## src/rtl/uart_rx_param.sv

```systemverilog
// Parametrised UART receiver: 2-flop synchroniser, 3-sample mid-bit majority vote,
// validated start bit, valid/ready holding register with parity/framing/overrun flags.
module uart_rx_param #(
  parameter int CLK_FREQ  = 50_000_000,
  parameter int UART_BPS  = 115200,
  parameter int DATA_BITS = 8,
  parameter int PARITY    = 0,
  parameter int STOP_BITS = 1
) (
  input  logic                 sys_clk,
  input  logic                 sys_rst,
  input  logic                 uart_rxd,
  output logic [DATA_BITS-1:0] rx_data,
  output logic                 rx_valid,
  input  logic                 rx_ready,
  output logic                 parity_err,
  output logic                 frame_err,
  output logic                 overrun_err,
  output logic                 rx_busy
);

  localparam int BPS_CNT = CLK_FREQ / UART_BPS;
  localparam int CW      = $clog2(BPS_CNT);
  localparam int IW      = $clog2(DATA_BITS + 1);
  localparam logic [CW-1:0] SMP0 = CW'(BPS_CNT / 2 - 1);
  localparam logic [CW-1:0] SMP1 = CW'(BPS_CNT / 2);
  localparam logic [CW-1:0] DEC  = CW'(BPS_CNT / 2 + 1);
  localparam logic [CW-1:0] LAST = CW'(BPS_CNT - 1);

  typedef enum logic [2:0] {S_IDLE, S_START, S_DATA, S_PAR, S_STOP} state_t;

  state_t               state;
  logic                 sync1, rxd_s, rxd_prev;
  logic [CW-1:0]        clk_cnt;
  logic [1:0]           samp;
  logic [IW-1:0]        bit_idx;
  logic                 stop_idx;
  logic [DATA_BITS-1:0] shreg;
  logic                 perr, ferr;
  logic                 at_dec, at_wrap, bit_v, frame_done;

  assign at_dec     = (clk_cnt == DEC);
  assign at_wrap    = (clk_cnt == LAST);
  // third sample is the live rxd_s at the decision point
  assign bit_v      = (samp[0] & samp[1]) | (samp[0] & rxd_s) | (samp[1] & rxd_s);
  assign frame_done = (state == S_STOP) && at_dec && (stop_idx == 1'(STOP_BITS - 1));
  assign rx_busy    = (state != S_IDLE);

  always_ff @(posedge sys_clk) begin
    if (sys_rst) begin
      sync1       <= 1'b1;
      rxd_s       <= 1'b1;
      rxd_prev    <= 1'b1;
      state       <= S_IDLE;
      clk_cnt     <= '0;
      samp        <= '0;
      bit_idx     <= '0;
      stop_idx    <= 1'b0;
      shreg       <= '0;
      perr        <= 1'b0;
      ferr        <= 1'b0;
      rx_data     <= '0;
      rx_valid    <= 1'b0;
      parity_err  <= 1'b0;
      frame_err   <= 1'b0;
      overrun_err <= 1'b0;
    end else begin
      sync1       <= uart_rxd;
      rxd_s       <= sync1;
      rxd_prev    <= rxd_s;
      overrun_err <= 1'b0;

      // a finishing frame may load in the same cycle the old word is taken
      if (frame_done) begin
        if (!rx_valid || rx_ready) begin
          rx_data    <= shreg;
          parity_err <= perr;
          frame_err  <= ferr | ~bit_v;
          rx_valid   <= 1'b1;
        end else begin
          overrun_err <= 1'b1;
        end
      end else if (rx_valid && rx_ready) begin
        rx_valid <= 1'b0;
      end

      if (state != S_IDLE) clk_cnt <= at_wrap ? '0 : clk_cnt + CW'(1);
      if (clk_cnt == SMP0) samp[0] <= rxd_s;
      if (clk_cnt == SMP1) samp[1] <= rxd_s;

      case (state)
        S_IDLE: begin
          if (rxd_prev && !rxd_s) begin
            state    <= S_START;
            clk_cnt  <= '0;
            bit_idx  <= '0;
            stop_idx <= 1'b0;
            perr     <= 1'b0;
            ferr     <= 1'b0;
          end
        end
        S_START: begin
          if (at_dec && bit_v) state <= S_IDLE;
          else if (at_wrap)    state <= S_DATA;
        end
        S_DATA: begin
          if (at_dec) begin
            shreg   <= {bit_v, shreg[DATA_BITS-1:1]};
            bit_idx <= bit_idx + IW'(1);
          end
          if (at_wrap && bit_idx == IW'(DATA_BITS))
            state <= (PARITY != 0) ? S_PAR : S_STOP;
        end
        S_PAR: begin
          if (at_dec) perr <= (PARITY == 1) ? ~(^shreg ^ bit_v) : (^shreg ^ bit_v);
          if (at_wrap) state <= S_STOP;
        end
        S_STOP: begin
          // leave at mid-bit of the last stop so a back-to-back start edge is seen
          if (at_dec) begin
            if (!bit_v) ferr <= 1'b1;
            if (stop_idx == 1'(STOP_BITS - 1)) state <= S_IDLE;
          end
          if (at_wrap) stop_idx <= stop_idx + 1'b1;
        end
        default: state <= S_IDLE;
      endcase
    end
  end

endmodule

```

## config.mk

```make
export PLATFORM = sky130hd
export DESIGN_NAME = uart_rx_param
export DESIGN_NICKNAME = d
export VERILOG_FILES = /design/src/rtl/uart_rx_param.sv
export SDC_FILE = /design/constraint.sdc
export NUM_CORES = 1
export LEC_CHECK = 0
export ABC_AREA = 1
export CORE_MARGIN = 1
export CORE_UTILIZATION = 52
export DETAILED_ROUTE_END_ITERATION = 8
export HOLD_SLACK_MARGIN = 0.12
export PLACE_DENSITY = 0.75
export REMOVE_ABC_BUFFERS = 1
export SYNTH_ARGS = -nofsm -noshare
export SYNTH_HDL_FRONTEND = slang
export SYNTH_SLANG_ARGS = --single-unit
```

## constraint.sdc

```tcl
create_clock -name sys_clk -period 1.33 [get_ports sys_clk]
set_input_delay 0.133 -clock sys_clk [delete_from_list [all_inputs] [get_ports sys_clk]]
set_output_delay 0.133 -clock sys_clk [all_outputs]
set_load 0.02 [all_outputs]
```

==> out/qor.yml, run 1 <==
slowest_stage: "dfxtp_4"
cts_root_buf: "clkbuf_8"
cp.required_ps: 1540
syn_avg_cell_area_um2: 7.24
clock_path_buffers: 2
maxCapViolations: 0
die_w_um: 67.5
diodes: 0
grt_pass1_vias: 1997
cpMostUsedCell: "nor2_1"
start_util_pct: 54.9
htree_levels: 2
leakage_uw: 0.00140
worst_skew_pair.late_latency_ps: 310
gp_congestion: 0.884
path_class: "reg2reg"
switchingPower_uw: 2210
core_area_um2: 4060
timing.fmax_mhz: 690
setup_viol: 33
rows: 23
drt-pass1-iter-count: 5
worst_slew_pin_slew_ps: 264
crit_fanout: 3
routedWlPerCell_um: 15.1
ir_worst_vdd_mv: 1.68
chipHeight_um: 67.5
synthCells: 308
cellPowerDensity_nw_per_um2: 1630
dieArea_um2: 4550
placed_area_um2: 2760
grt_use_total_pct: 27.4
holdCritStartpoint: "sync1$_SDFF_PP1_"
io_buffers: 16
cts_tree: "built"
drtIter0Drc: 151
violations: "setup timing"
reg2reg_from: "clk_cnt[1]$_SDFF_PP0_"
slowest_delay_ps: 370
cts.sinks: 44
rsz0062_at_grt: "yes"
clkTransAtPathRegs_ps: 90
p_total_uw: 5270
p_clk_share_pct: 17.2
fillers: 258
combPwrFrac_pct: 53.4
syn_area_um2: 2230
grt_pass1_wl_um: 9180
ios: 17
finalInstanceArea_um2: 3230
crit_chain: "inv_2, ha_4, buf_6, nand4_1, buf_4, nand2_2, nand2_1, nor2_1, nor2_1"
cp_num_buf_inv: 3
final_hold_viol_count: 0
status: "finished with violations"
routed_wl_um: 6410
cp-startpoint: "clk_cnt[1]$_SDFF_PP0_"
cp-end-kind: "flop"
power_frac_seq_pct: 29.4
yosysSeqAreaShare_pct: 39.5
nets: 383
grt_max_degree: 30
finalMaxSlewViolations: 0
cp_top_family: "simple AND/OR/NAND/NOR gates"
synth-seq-cells: 44
slew-limit-headroom_pct: 82.3
vias_per_cell: 5.38
cts_hold_buffers: 0
yosys_warnings: 0
yosysUniqueCellTypes: 35
sw_frac_of_total_pct: 42.0
drive_gt1_share_pct: 41.7
dp_hpwl_um: 3600
syn2layout_area_growth_pct: 45.1
globalRouteOverflowTotal: 0
post-route-period-util_pct: 109
hold_path_class: "reg2reg"
drc: 0
vias: 2279
detail-route-antenna-nets: 0
timing.final.ws_setup_ps: -118
worstSetupStartpointType: "flop"
power.internal_uw: 3060
skew_ps: 13.3
period_minus_slack_ps: 1450
antenna_found_initial: 0
numCtsBuffers: 5
arrival_ps: 1660
[layer usage]
layer / vias to the layer above / wire length, µm / track usage (%)
li1: 1126 / - / -
met1: 1068 / 2660 / 32.7
met2: 69 / 3330 / 47.2
met3: 16 / 246 / 5.41
met5: - / 0 / 0
met4: 0 / 168 / 11.4
[cells in the final DEF, fill, tap and decap left out, drive strengths merged]
| cell type | n |
|---|---|
| dlygate4sd2 | 12 |
| a31oi | 1 |
| nor2 | 34 |
| a21oi | 29 |
| and3 | 1 |
| clkdlybuf4s50 | 3 |
| o31ai | 1 |
| buf | 50 |
| nand2b | 1 |
| xor2 | 5 |
| xnor2 | 3 |
| ha | 6 |
| dfxtp | 44 |
| nand4 | 9 |
| o21ai | 28 |
| nand3b | 2 |
| clkinv | 2 |
| inv | 47 |
| nor3 | 5 |
| o2111ai | 1 |
| nand2 | 66 |
| nand3 | 15 |
| clkbuf | 6 |
| nor3b | 1 |
| or2 | 2 |
[kinds of logic after synthesis]
| group | after synthesis | share of synthesized area (%) |
|---|---|---|
| AND/OR/NAND/NOR | 136 | 30.2 |
| buffers and inverters | 54 | 9.83 |
| adder cells (fa/ha/maj) | 6 | 3.37 |
| AO/OA/AOI/OAI | 60 | 14.0 |
| XOR/XNOR | 8 | 3.14 |
| flip-flops | 44 | 39.5 |
[power by group through the flow]
stage	logic [µW]	registers, µW	clock network [µW]
floorplan	1120	1540	0
global placement	1990	1530	0
detailed placement	2040	1530	0
CTS	2300	1520	902
global route	2980	1560	952
finish	2810	1550	907
[flip-flops by register name, summed over array words and instances, names as in the netlist]
register	count
ferr	1
bit_idx	4
rx_valid	1
parity_err	1
rx_data	8
sync1	1
stop_idx	1
rxd_prev	1
clk_cnt	9
perr	1
rxd_s	1
samp	2
overrun_err	1
state	3
frame_err	1
shreg	8
[path summary, 6_finish.rpt]
kind	to	depth (start not counted)	slack, ps
worst max register to register	state[2]$_SDFFE_PP0P_	9	-120
worst max-delay path	state[2]$_SDFFE_PP0P_	9	-120
worst min-delay path	rxd_s$_SDFF_PP1_	1	420
worst min register to register	rxd_s$_SDFF_PP1_	1	420
[cell usage after synthesis (all sizes together)]
cell	n	share of area [%]
o21ai	28	6.5
nand3	15	3.4
o2111ai	1	0.39
nor2	34	7.8
clkbuf	3	0.51
xor2	5	2.0
or2	2	0.56
inv	47	8.0
o31ai	1	0.34
a21oi	29	6.5
nand2b	1	0.28
a31oi	1	0.28
and3	1	0.28
nand4	9	2.5
dfxtp	44	40
nand3b	2	0.67
xnor2	3	1.2
buf	4	1.3
nor3	5	1.3
ha	6	3.4
nand2	66	13
nor3b	1	0.34
[worst register-to-register path, delay by kind of cell, from the launching register on]
family | cells | cell delay (ps)
flip-flops | 1 | 370
AND/OR/NAND/NOR | 5 | 460
adder cells (fa/ha/maj) | 1 | 160
buffers and inverters | 3 | 360
[what timing repair did]
item                       in CTS  in global routing
setup endpoints to repair      49                 38
hold endpoints to repair        0                  0
setup buffers                   2                  5
pin swaps                      13                 22
resized for setup              70                 48
[stage by stage]
step / utilization, % / worst slack, ps / TNS, ps / hold WS [ps] / std cells
2_1_floorplan: - / -301 / -3490 / 202 / 301
3_3_place_gp: 68.1 / -158 / -1860 / 391 / 409
3_5_place_dp: 68.1 / -196 / -2950 / 403 / 409
4_1_cts: 74.8 / -74.5 / -859 / 421 / 419
5_1_grt: 79.7 / -221 / -4250 / 429 / 424
6_report: 79.7 / -118 / -1770 / 417 / 424
[area by class of cell]
class	instances	area [µm²]	area share [%]
multi-input cells	210	1440	44.4
flip-flops and latches	44	902	27.9
repair buffers	65	557	17.2
inverters	47	184	5.69
clock buffers	6	82.6	2.55
well taps	50	62.6	1.93
clock inverters	2	10.0	0.309
(Power assumes the default switching activity.)
==> run 2, diff against run 1 <==
--- a/config.mk
+++ b/config.mk
@@ -7,10 +7,10 @@
 export LEC_CHECK = 0
 export ABC_AREA = 1
 export CORE_MARGIN = 1
-export CORE_UTILIZATION = 52
+export CORE_UTILIZATION = 55
 export DETAILED_ROUTE_END_ITERATION = 8
 export HOLD_SLACK_MARGIN = 0.12
-export PLACE_DENSITY = 0.75
+export PLACE_DENSITY = 0.76
 export REMOVE_ABC_BUFFERS = 1
 export SYNTH_ARGS = -nofsm -noshare
 export SYNTH_HDL_FRONTEND = slang
==> constraint.sdc (replaced) <==
create_clock -name sys_clk -period 1.7 [get_ports sys_clk]
set_input_delay 0.17 -clock sys_clk [delete_from_list [all_inputs] [get_ports sys_clk]]
set_output_delay 0.17 -clock sys_clk [all_outputs]
set_load 0.02 [all_outputs]
==> run 2 against run 1 <==
  * The run now ends clean
  * Die area shrank 5.3%
  * Clock skew shrank 10 ps
  * Critical path type is now reg2out
  * Clock-buffer cell count is the same
  * Critical endpoint is now rx_busy
  * First-iteration DRC count shrank 19%
  * Wire length shrank 33%
  * Highest routed layer unchanged
  * Hold slack lost 2.7 ps
  * Sequential share of layout area grew 6.0 points
  * Non-clock buffer count shrank 41
  * Power shrank 38%
==> out/qor.yml, run 2 (synthesis gave the netlist of run 1 again) <==
vias_per_cell: 5.14  # -4.4%
regMostFlops: "clk_cnt"
slew-limit-headroom_pct: 79.6  # -2.6 points
syn2layout_area_growth_pct: 16.8
timing.fmax_mhz: 623
p_clk_share_pct: 23.6  # +6.4 points
cp-startpoint: "state[0]$_SDFFE_PP0P_"
skew_ps: 2.91  # -10.4 ps
post-route-period-util_pct: 94.5
top_usage_layer: "met2"
cp.required_ps: 1530  # about the same
clkTransAtPathRegs_ps: 80  # about the same
routed_wl_um: 4310  # -33%
arrival_ps: 1440  # -220 ps
hold_path_class: "reg2reg"
detail-route-antenna-nets: 0  # unchanged
dp_hpwl_um: 3120  # -13%
grt_util_met2_pct: 37.0  # -10 points
vias: 1957  # -14%
cellPowerDensity_nw_per_um2: 1260  # -22%
maxCapViolations: 0  # unchanged
setup_viol: 0  # -100%
nets: 342  # -11%
numCtsBuffers: 5  # unchanged
htree_levels: 2  # unchanged
finalMaxSlewViolations: 0  # unchanged
rsz0062_at_grt: "no"
layout_commonest_cell: "nand2_1"
globalRouteOverflowTotal: 0  # unchanged
top_regs: "clk_cnt: 9 flops, rx_data: 8 flops, shreg: 8 flops"
final_cell_mix: "nand2_1 (59), dfxtp_1 (44), inv_1 (36)"
gp_congestion: 0.879  # -0.58%
worstSetupStartpointType: "flop"
holdCritStartpoint: "sync1$_SDFF_PP1_"
chipHeight_um: 65.7  # -2.7%
switchingPower_uw: 1250  # -44%
grt_pass1_wl_um: 7580  # -17%
reg2reg_from: "clk_cnt[0]$_SDFF_PP0_"
worst_slew_pin_slew_ps: 303  # +39.2 ps
final_core_util_pct: 69.0  # -11 points
largest_register_ffs: 9  # unchanged
antenna_found_initial: 0  # unchanged
cts.sinks: 44  # unchanged
rows: 22  # -4.3%
instances_no_fill: 381  # -10%
core_area_um2: 3770  # -7.1%
combPwrFrac_pct: 40.1  # -13 points
finalInstanceArea_um2: 2600  # -20%
routedWlPerCell_um: 11.3  # -25%
power.internal_uw: 2040  # -33%
crit_fanout: 5  # +2
hold_depth: 1  # unchanged
grt_use_met3_pct: 5.73  # +0.32 points
cp-end-kind: "primary output"
leakage_uw: 0.00111  # -21%
status: "completed"
sw_frac_of_total_pct: 37.9  # -4.1 points
final_hold_viol_count: 0  # unchanged
placed_area_um2: 2480  # -10%
drive_gt1_share_pct: 14.1  # -28 points
ir_worst_vdd_mv: 1.04  # -38%
ios: 17  # unchanged
grt_max_degree: 30  # unchanged
grt_pass1_vias: 1772  # -11%
path_class: "reg2out"
post-cts-setup-buffers: 0  # -2
cts_tree: "built"
diodes: 0  # unchanged
worst_skew_pair.late_latency_ps: 290  # -20 ps
drtIter0Drc: 122  # -19%
tns_ps: 0  # +1770 ps
met1_usage_pct: 28.2  # -4.5 points
drt-pass1-iter-count: 4  # -1
reg2reg_depth: 11  # +2
period_minus_slack_ps: 1610
grt_use_total_pct: 23.1  # -4.3 points
cts_root_buf: "clkbuf_8"
dieArea_um2: 4310  # -5.3%
clock_path_buffers: 2  # unchanged
dp.cells: 373  # -8.8%
start_util_pct: 59.1  # +4.2 points
io_buffers: 16  # unchanged
power_frac_seq_pct: 36.3  # +6.9 points
die_w_um: 65.7  # -2.7%
drc: 0  # unchanged
## run 2: through the flow
step	worst slack, ps	hold WS [ps]	total power, µW
after floorplan	68.7	239	2080
after global placement	130	394	2500
after detailed placement	91.9	399	2510
after CTS	75.0	421	3280
after global routing	2.40	435	3500
final	93.7	415	3290
## run 2: power groups by stage
stage / registers (µW) / logic (µW) / clock network, µW
floorplan: 1200 / 879 / 0
global placement: 1210 / 1290 / 0
detailed placement: 1220 / 1300 / 0
CTS: 1190 / 1290 / 798
global route: 1210 / 1450 / 848
finish: 1190 / 1320 / 777
## run 2: timing repair
action | in CTS | in global routing
gates resized for setup | 1 | 5
setup endpoints to repair | 1 | 15
hold buffers | 0 | 0
## run 2: path summary, 6_finish.rpt
path / slack, ps / end
max: 90 / rx_busy
min: 410 / rxd_s$_SDFF_PP1_
max reg2reg: 140 / bit_idx[1]$_SDFFE_PP0P_
min reg2reg: 410 / rxd_s$_SDFF_PP1_
## run 2: per-layer routing
metal | wire length (µm) | vias up
li1 | - | 1038
met1 | 1990 | 843
met2 | 1940 | 63
met3 | 271 | 13
met4 | 106 | 0
met5 | 0 | -
## run 2: critical path, cell delays in order (launching register included)
cell           delay, ps
dfxtp_1              320
nor2_2               130
inv_2                 60
nor2_1               190
inv_2                110
dlygate4sd2_1        330
## run 2: cell type report
| cell class | count | area [µm²] |
|---|---|---|
| Clock buffer | 6 | 72.6 |
| Clock inverter | 2 | 35.0 |
| Fill cell | 310 | 1170 |
| Inverter | 47 | 179 |
| Multi-Input combinational cell | 210 | 1140 |
| Sequential cell | 44 | 881 |
| Tap cell | 48 | 60.1 |
| Timing Repair Buffer | 24 | 235 |
==> run 3, diff against run 2 <==
--- a/config.mk
+++ b/config.mk
@@ -6,10 +6,11 @@
 export NUM_CORES = 1
 export LEC_CHECK = 0
 export ABC_AREA = 1
+export CAP_MARGIN = 20
 export CORE_MARGIN = 1
 export CORE_UTILIZATION = 55
 export DETAILED_ROUTE_END_ITERATION = 8
-export HOLD_SLACK_MARGIN = 0.12
+export HOLD_SLACK_MARGIN = 0.03
 export PLACE_DENSITY = 0.76
 export REMOVE_ABC_BUFFERS = 1
 export SYNTH_ARGS = -nofsm -noshare
==> results of run 3 <==
Final layout, timing and power as in run 2 (identical DEF).
